## src/rtl/pll_lock_seq_pkg.sv

```systemverilog
// Shared types for the rPLL lock sequencer: FSM states, divider payload and counter sizing.
package pll_lock_seq_pkg;

    localparam int unsigned SEL_W = 6;

    typedef enum logic [2:0] {
        ST_RESET_PLL = 3'd0,
        ST_WAIT_LOCK = 3'd1,
        ST_STABLE    = 3'd2,
        ST_RUN       = 3'd3,
        ST_FAULT     = 3'd4
    } state_e;

    typedef struct packed {
        logic [SEL_W-1:0] idsel;
        logic [SEL_W-1:0] fbdsel;
        logic [SEL_W-1:0] odsel;
    } div_cfg_t;

    // One counter serves every timed state, so it must hold the largest terminal value.
    function automatic int unsigned cnt_width(input int unsigned a,
                                              input int unsigned b,
                                              input int unsigned c);
        int unsigned m;
        m = (a > b) ? a : b;
        m = (m > c) ? m : c;
        return (m < 2) ? 1 : $clog2(m);
    endfunction

endpackage

```

## src/rtl/pll_lock_seq_sync_2ff.sv

```systemverilog
// Two-flop synchronizer bringing the asynchronous PLL LOCK into the clkin domain.
module sync_2ff (
    input  logic clk,
    input  logic rst,
    input  logic d,
    output logic q
);

    logic meta;

    always_ff @(posedge clk) begin
        if (rst) begin
            meta <= 1'b0;
            q    <= 1'b0;
        end else begin
            meta <= d;
            q    <= meta;
        end
    end

endmodule

```

## src/rtl/pll_lock_seq.sv

```systemverilog
// rPLL reset/lock sequencer with timeout, bounded retry and runtime divider reload.
module pll_lock_seq
    import pll_lock_seq_pkg::*;
#(
    parameter int unsigned      RST_CYCLES          = 16,
    parameter int unsigned      LOCK_STABLE_CYCLES  = 1024,
    parameter int unsigned      LOCK_TIMEOUT_CYCLES = 65536,
    parameter int unsigned      MAX_RETRIES         = 3,
    parameter logic [SEL_W-1:0] DEF_IDSEL           = 6'd0,
    parameter logic [SEL_W-1:0] DEF_FBDSEL          = 6'd0,
    parameter logic [SEL_W-1:0] DEF_ODSEL           = 6'd0
) (
    input  logic             clkin,
    input  logic             rst,
    input  logic             cfg_valid,
    output logic             cfg_ready,
    input  logic [SEL_W-1:0] cfg_idsel,
    input  logic [SEL_W-1:0] cfg_fbdsel,
    input  logic [SEL_W-1:0] cfg_odsel,
    output logic             pll_reset,
    output logic [SEL_W-1:0] pll_idsel,
    output logic [SEL_W-1:0] pll_fbdsel,
    output logic [SEL_W-1:0] pll_odsel,
    input  logic             pll_lock,
    output logic             out_rst,
    output logic             locked,
    output logic             fault,
    output logic [1:0]       retry_cnt
);

    localparam int unsigned      CNT_W        = cnt_width(RST_CYCLES, LOCK_STABLE_CYCLES,
                                                          LOCK_TIMEOUT_CYCLES);
    localparam logic [CNT_W-1:0] RST_LAST     = CNT_W'(RST_CYCLES - 1);
    localparam logic [CNT_W-1:0] STABLE_LAST  = CNT_W'(LOCK_STABLE_CYCLES - 1);
    localparam logic [CNT_W-1:0] TIMEOUT_LAST = CNT_W'(LOCK_TIMEOUT_CYCLES - 1);
    localparam logic [1:0]       RETRY_MAX    = 2'(MAX_RETRIES);
    localparam div_cfg_t         DEF_DIV      = {DEF_IDSEL, DEF_FBDSEL, DEF_ODSEL};

    state_e           state, state_nxt;
    logic [CNT_W-1:0] cnt, cnt_nxt;
    logic [1:0]       retry_nxt;
    div_cfg_t         div_q, div_nxt, cfg_in;
    logic             lock_s;
    logic             cfg_accept;
    logic             pll_reset_nxt, out_rst_nxt, locked_nxt, fault_nxt, cfg_ready_nxt;

    sync_2ff u_lock_sync (
        .clk (clkin),
        .rst (rst),
        .d   (pll_lock),
        .q   (lock_s)
    );

    assign cfg_in     = {cfg_idsel, cfg_fbdsel, cfg_odsel};
    assign cfg_accept = cfg_valid && cfg_ready;

    // Next state, counter, retry and divider selection; outputs decoded from the state entered.
    always_comb begin
        state_nxt = state;
        cnt_nxt   = cnt + CNT_W'(1);
        retry_nxt = retry_cnt;
        div_nxt   = div_q;

        unique case (state)
            ST_RESET_PLL: begin
                if (cnt == RST_LAST) begin
                    state_nxt = ST_WAIT_LOCK;
                    cnt_nxt   = '0;
                end
            end
            ST_WAIT_LOCK: begin
                if (lock_s) begin
                    state_nxt = ST_STABLE;
                    cnt_nxt   = '0;
                end else if (cnt == TIMEOUT_LAST) begin
                    cnt_nxt = '0;
                    if (retry_cnt < RETRY_MAX) begin
                        retry_nxt = retry_cnt + 2'd1;
                        state_nxt = ST_RESET_PLL;
                    end else begin
                        state_nxt = ST_FAULT;
                    end
                end
            end
            ST_STABLE: begin
                if (!lock_s) begin
                    state_nxt = ST_WAIT_LOCK;
                    cnt_nxt   = '0;
                end else if (cnt == STABLE_LAST) begin
                    state_nxt = ST_RUN;
                    cnt_nxt   = '0;
                    retry_nxt = 2'd0;
                end
            end
            ST_RUN: begin
                cnt_nxt = '0;
                // A config offered alongside lock loss still wins; both lead to a single reset.
                if (cfg_accept) begin
                    div_nxt   = cfg_in;
                    state_nxt = ST_RESET_PLL;
                end else if (!lock_s) begin
                    state_nxt = ST_RESET_PLL;
                end
            end
            ST_FAULT: begin
                cnt_nxt = '0;
                if (cfg_accept) begin
                    div_nxt   = cfg_in;
                    retry_nxt = 2'd0;
                    state_nxt = ST_RESET_PLL;
                end
            end
            default: begin
                state_nxt = ST_RESET_PLL;
                cnt_nxt   = '0;
            end
        endcase

        pll_reset_nxt = (state_nxt == ST_RESET_PLL) || (state_nxt == ST_FAULT);
        out_rst_nxt   = (state_nxt != ST_RUN);
        locked_nxt    = (state_nxt == ST_RUN);
        fault_nxt     = (state_nxt == ST_FAULT);
        cfg_ready_nxt = (state_nxt == ST_RUN) || (state_nxt == ST_FAULT);
    end

    always_ff @(posedge clkin) begin
        if (rst) begin
            state     <= ST_RESET_PLL;
            cnt       <= '0;
            retry_cnt <= 2'd0;
            div_q     <= DEF_DIV;
            pll_reset <= 1'b1;
            out_rst   <= 1'b1;
            locked    <= 1'b0;
            fault     <= 1'b0;
            cfg_ready <= 1'b0;
        end else begin
            state     <= state_nxt;
            cnt       <= cnt_nxt;
            retry_cnt <= retry_nxt;
            div_q     <= div_nxt;
            pll_reset <= pll_reset_nxt;
            out_rst   <= out_rst_nxt;
            locked    <= locked_nxt;
            fault     <= fault_nxt;
            cfg_ready <= cfg_ready_nxt;
        end
    end

    assign pll_idsel  = div_q.idsel;
    assign pll_fbdsel = div_q.fbdsel;
    assign pll_odsel  = div_q.odsel;

endmodule

```

## config.mk

```make
export PLATFORM = sky130hd
export DESIGN_NAME = pll_lock_seq
export DESIGN_NICKNAME = d
export VERILOG_FILES = /design/src/rtl/pll_lock_seq_pkg.sv /design/src/rtl/pll_lock_seq_sync_2ff.sv /design/src/rtl/pll_lock_seq.sv
export SDC_FILE = /design/constraint.sdc
export NUM_CORES = 1
export LEC_CHECK = 0
export ABC_AREA = 1
export ABC_CLOCK_PERIOD_IN_PS = 1500
export CAP_MARGIN = 5
export CORE_MARGIN = 2
export CORE_UTILIZATION = 45
export DETAILED_ROUTE_END_ITERATION = 7
export PLACE_DENSITY_LB_ADDON = 0.2
export SLEW_MARGIN = 40
export SYNTH_ARGS = -nofsm -noshare
export SYNTH_HDL_FRONTEND = slang
export SYNTH_SLANG_ARGS = --single-unit
```

## constraint.sdc

```tcl
create_clock -name clkin -period 1.5 [get_ports clkin]
set_input_delay 0.375 -clock clkin [delete_from_list [all_inputs] [get_ports clkin]]
set_output_delay 0.375 -clock clkin [all_outputs]
set_load 0.02 [all_outputs]
```

==> run_summary.xml <==
<?xml version="1.0" encoding="UTF-8"?>
<metrics>
  <group name="layout">
    <metric name="synthToLayoutAreaGrowth" unit="%">46.8</metric>
    <metric name="nets" unit="">401</metric>
    <metric name="finalCoreUtilization" unit="%">69.6</metric>
    <metric name="antennaDiodeCount" unit="">0</metric>
    <metric name="final_area" unit="µm²">3070</metric>
    <metric name="layout_commonest_cell" unit="">nor2_1</metric>
    <metric name="mostFrequentLayoutCells" unit="">64 x nor2_1, 42 x nand2_1, 38 x dfxtp_1</metric>
    <metric name="fraction_of_final_layout_cells_sized_beyond_drive_strength_1" unit="%">25.4</metric>
  </group>
  <group name="status">
    <metric name="violations_in_the_final_reports" unit="">setup timing</metric>
    <metric name="outcome" unit="">complete, but fails checks</metric>
  </group>
  <group name="floorplanning">
    <metric name="rows" unit="">24</metric>
    <metric name="fp.dieArea" unit="µm²">5210</metric>
    <metric name="die_w" unit="µm">72.2</metric>
    <metric name="floorplan.io_pins" unit="">47</metric>
    <metric name="core_region_area" unit="µm²">4410</metric>
    <metric name="dieHeight" unit="µm">72.2</metric>
    <metric name="initial_utilization" unit="%">47.4</metric>
  </group>
  <group name="timing">
    <metric name="hold-worst-slack" unit="ps">428</metric>
    <metric name="layout_setup_ws" unit="ps">-10.3</metric>
    <metric name="worst_pin_slew" unit="ps">291</metric>
    <metric name="setup_viol_count_final" unit="">1</metric>
    <metric name="hold_viol_final" unit="">0</metric>
    <metric name="grt_setup_unrepaired" unit="">true</metric>
    <metric name="timing.max_slew.rel_slack" unit="%">80.6</metric>
    <metric name="final.min_clock_period" unit="ps">1510</metric>
    <metric name="timing.fmax" unit="GHz">0.662</metric>
    <metric name="period_share" unit="%">101</metric>
    <metric name="timing.final.max_slew_violations" unit="">0</metric>
    <metric name="final.setup_skew" unit="ps">8.04</metric>
  </group>
  <group name="yosys">
    <metric name="post_synth_xor_area_fraction" unit="%">2.09</metric>
    <metric name="synth_fa_ha_area_share" unit="%">1.20</metric>
    <metric name="synth_simple_gate_area_share" unit="%">36.8</metric>
    <metric name="synth_compound_area_share" unit="%">7.89</metric>
    <metric name="postSynthCellCount" unit="">300</metric>
    <metric name="combinational_family_with_the_most_area_after_synthesis" unit="">simple AND/OR/NAND/NOR gates</metric>
    <metric name="syn_avg_cell_area" unit="µm²">6.98</metric>
    <metric name="synth.area.mux_share" unit="%">0</metric>
    <metric name="synth_cell_types" unit="">26</metric>
    <metric name="ys_seq_area_share" unit="%">44.0</metric>
    <metric name="ys_ff_latch" unit="">46</metric>
    <metric name="postSynthNetCount" unit="">324</metric>
    <metric name="netlist_area" unit="µm²">2090</metric>
    <metric name="yosys_warnings" unit="">0</metric>
  </group>
  <group name="critical_path">
    <metric name="critical-path-slowest-cell" unit="">dfxtp_2</metric>
    <metric name="worst-endpoint-required" unit="ps">1690</metric>
    <metric name="regToRegStartpoint" unit="">cnt[1]</metric>
    <metric name="critPathLaunch" unit="">cnt[1]</metric>
    <metric name="path_cells" unit="">ha_4 -&gt; nand2_4 -&gt; nor2_4 -&gt; nand2_4 -&gt; nor2_4 -&gt; nand2_2 -&gt; nand2_4 -&gt; nand3_4 -&gt; buf_4 -&gt; nand4_1 -&gt; inv_1</metric>
    <metric name="endpoint_kind_of_the_worst_setup_timing_path" unit="">register</metric>
    <metric name="cpMostUsedCell" unit="">nand2_4</metric>
    <metric name="setup.worst_path.class" unit="">reg -&gt; reg</metric>
    <metric name="cp.buffers_inverters" unit="">2</metric>
    <metric name="worst_ep_arrival" unit="ps">1700</metric>
    <metric name="cp-start-kind" unit="">register</metric>
    <metric name="critPathTopFamily" unit="">simple AND/OR/NAND/NOR gates</metric>
    <metric name="worst-r2r-setup-slack" unit="ps">-10</metric>
    <metric name="worst_path_largest_cell_delay" unit="ps">360</metric>
    <metric name="path_max_fanout" unit="">3</metric>
  </group>
  <group name="route">
    <metric name="detailroute.via_count" unit="">2092</metric>
    <metric name="drt_wirelength" unit="µm">4940</metric>
    <metric name="drc_errors" unit="">0</metric>
    <metric name="routed_via_density" unit="">4.87</metric>
    <metric name="starting_drc_count_in_detailed_routing" unit="">103</metric>
    <metric name="wire_per_inst" unit="µm">11.5</metric>
    <metric name="ant_nets" unit="">0</metric>
    <metric name="drtPass1Iterations" unit="">4</metric>
  </group>
  <group name="global_routing">
    <metric name="groute.usage.overall" unit="%">19.0</metric>
    <metric name="grt_antenna_before_repair" unit="">0</metric>
    <metric name="gr-total-overflow" unit="">0</metric>
    <metric name="grt_start_max_net_pins" unit="">19</metric>
    <metric name="grt_pass1_vias" unit="">1861</metric>
    <metric name="grt_pass1_wl" unit="µm">7880</metric>
  </group>
  <group name="placed_design">
    <metric name="hpwl" unit="µm">3460</metric>
    <metric name="gp_congestion" unit="">0.876</metric>
    <metric name="postPlaceCellArea" unit="µm²">2790</metric>
    <metric name="io_buffer_count" unit="">46</metric>
    <metric name="placement.setup.worst_slack" unit="ps">-134</metric>
  </group>
  <group name="clocking">
    <metric name="tritoncts_clock_tree" unit="">built</metric>
    <metric name="postCtsHoldBufs" unit="">0</metric>
    <metric name="worst_setup_hold_path_clk_slew" unit="ps">90</metric>
    <metric name="cts-buffers-inserted" unit="">5</metric>
    <metric name="clock-sinks" unit="">46</metric>
    <metric name="root_buffer" unit="">clkbuf_8</metric>
    <metric name="htree_levels" unit="">2</metric>
    <metric name="clock_path_buffers" unit="">2</metric>
    <metric name="clock_latency" unit="ps">300</metric>
  </group>
  <group name="pwr">
    <metric name="total_power" unit="mW">2.21</metric>
    <metric name="switchingPower" unit="mW">0.475</metric>
    <metric name="leakage" unit="nW">1.55</metric>
    <metric name="combinationalPowerShare" unit="%">5.9</metric>
    <metric name="clock_power_share" unit="%">38.0</metric>
    <metric name="internal_power" unit="mW">1.74</metric>
    <metric name="seqPwrFrac" unit="%">56.1</metric>
    <metric name="cellPowerDensity" unit="nW/µm²">719</metric>
    <metric name="power.share.switching" unit="%">21.5</metric>
    <metric name="peakVddDrop" unit="V">0.000465</metric>
  </group>
  <group name="hold_path">
    <metric name="worst_hold_path_type" unit="">reg -&gt; reg</metric>
    <metric name="hold_path.startpoint" unit="">u_lock_sync.meta</metric>
  </group>
  <group name="run">
    <metric name="drv.max_cap_violation_count" unit="">0</metric>
  </group>
</metrics>
flip-flops by register name (all words and copies together), names as in the netlist:
name              count
cfg_ready             1
cnt                  16
fault                 1
locked                1
out_rst               1
pll_fbdsel            6
pll_idsel             6
pll_odsel             6
pll_reset             1
retry_cnt             2
state                 3
u_lock_sync.meta      1
u_lock_sync.q         1
repair_timing:
item,in CTS,in global routing
resized for setup,38,43
hold endpoints to repair,0,0
setup endpoints to repair,44,25
pin swaps,6,17
buffers inserted,3,1
power by group through the flow:
stage / clock network (mW) / registers, mW / logic (mW)
5_1_grt: 0.909 / 1.24 / 0.143
3_3_place_gp: 0 / 1.27 / 0.113
6_report: 0.839 / 1.24 / 0.130
4_1_cts: 0.852 / 1.24 / 0.121
2_1_floorplan: 0 / 1.26 / 0.0344
3_5_place_dp: 0 / 1.27 / 0.114
final cells by class:
class                      count  area [µm²]
clock buffer                   7        96.3
inverter                      37         144
clock inverter                 1        8.76
multi-input combinational    212        1160
tap                           52        65.1
timing repair buffer          75         666
sequential                    46         933
fill                         350        1340
worst reg2reg max path: stages (launching register included):
cell	delay (ps)
dfxtp_2	360
ha_4	160
nand2_4	50
nor2_4	110
nand2_4	80
nor2_4	100
nand2_2	80
nand2_4	90
nand3_4	90
buf_4	150
nand4_1	80
inv_1	50
per-stage QoR:
step / setup TNS, ps / instances
after floorplan: 0 / 300
after global placement: -2380 / 419
after detailed placement: -2600 / 419
after CTS: -114 / 430
after global routing: -1280 / 430
final: -10.3 / 430
synth_stat cells:
cell / count / area, µm²
nor2_1: 77 / 289
nand2_1: 49 / 184
dfxtp_1: 46 / 921
inv_1: 31 / 116
nand3_1: 22 / 110
o21ai_0: 22 / 110
inv_2: 6 / 22.5
nand2_2: 6 / 37.5
a21oi_1: 5 / 25.0
nand4_1: 5 / 31.3
nor3_1: 4 / 20.0
xnor2_1: 4 / 35.0
nand3_2: 3 / 30.0
buf_2: 2 / 10.0
clkbuf_1: 2 / 7.51
ha_1: 2 / 25.0
nand3b_1: 2 / 15.0
nor2_2: 2 / 12.5
nor2_4: 2 / 22.5
or2_2: 2 / 12.5
a21oi_4: 1 / 16.3
buf_6: 1 / 11.3
nor4_1: 1 / 6.26
o21ai_1: 1 / 5.00
o221ai_1: 1 / 8.76
xor2_1: 1 / 8.76
routing by layer:
layer	vias up	GRT usage, %	part of all wire (%)
met5	-	0	0
met4	0	6.92	2.2
met3	11	5.69	5.9
met2	54	30.0	45
met1	930	24.7	46
li1	1097	-	-
final timing paths:
check                  endpoint  depth (start not counted)
setup / recovery         cnt[8]                         11
hold / removal    u_lock_sync.q                          2
setup reg to reg         cnt[8]                         11
hold reg to reg   u_lock_sync.q                          2
cells by family after synthesis:
group / after synthesis
AOI/OAI and AO/OA: 30
DFF: 46
adders and majority gates: 2
and+or+nand+nor: 175
xor gates and xnor gates: 5
buffers and inverters: 42
No activity file was read; power rests on OpenSTA's default activity.
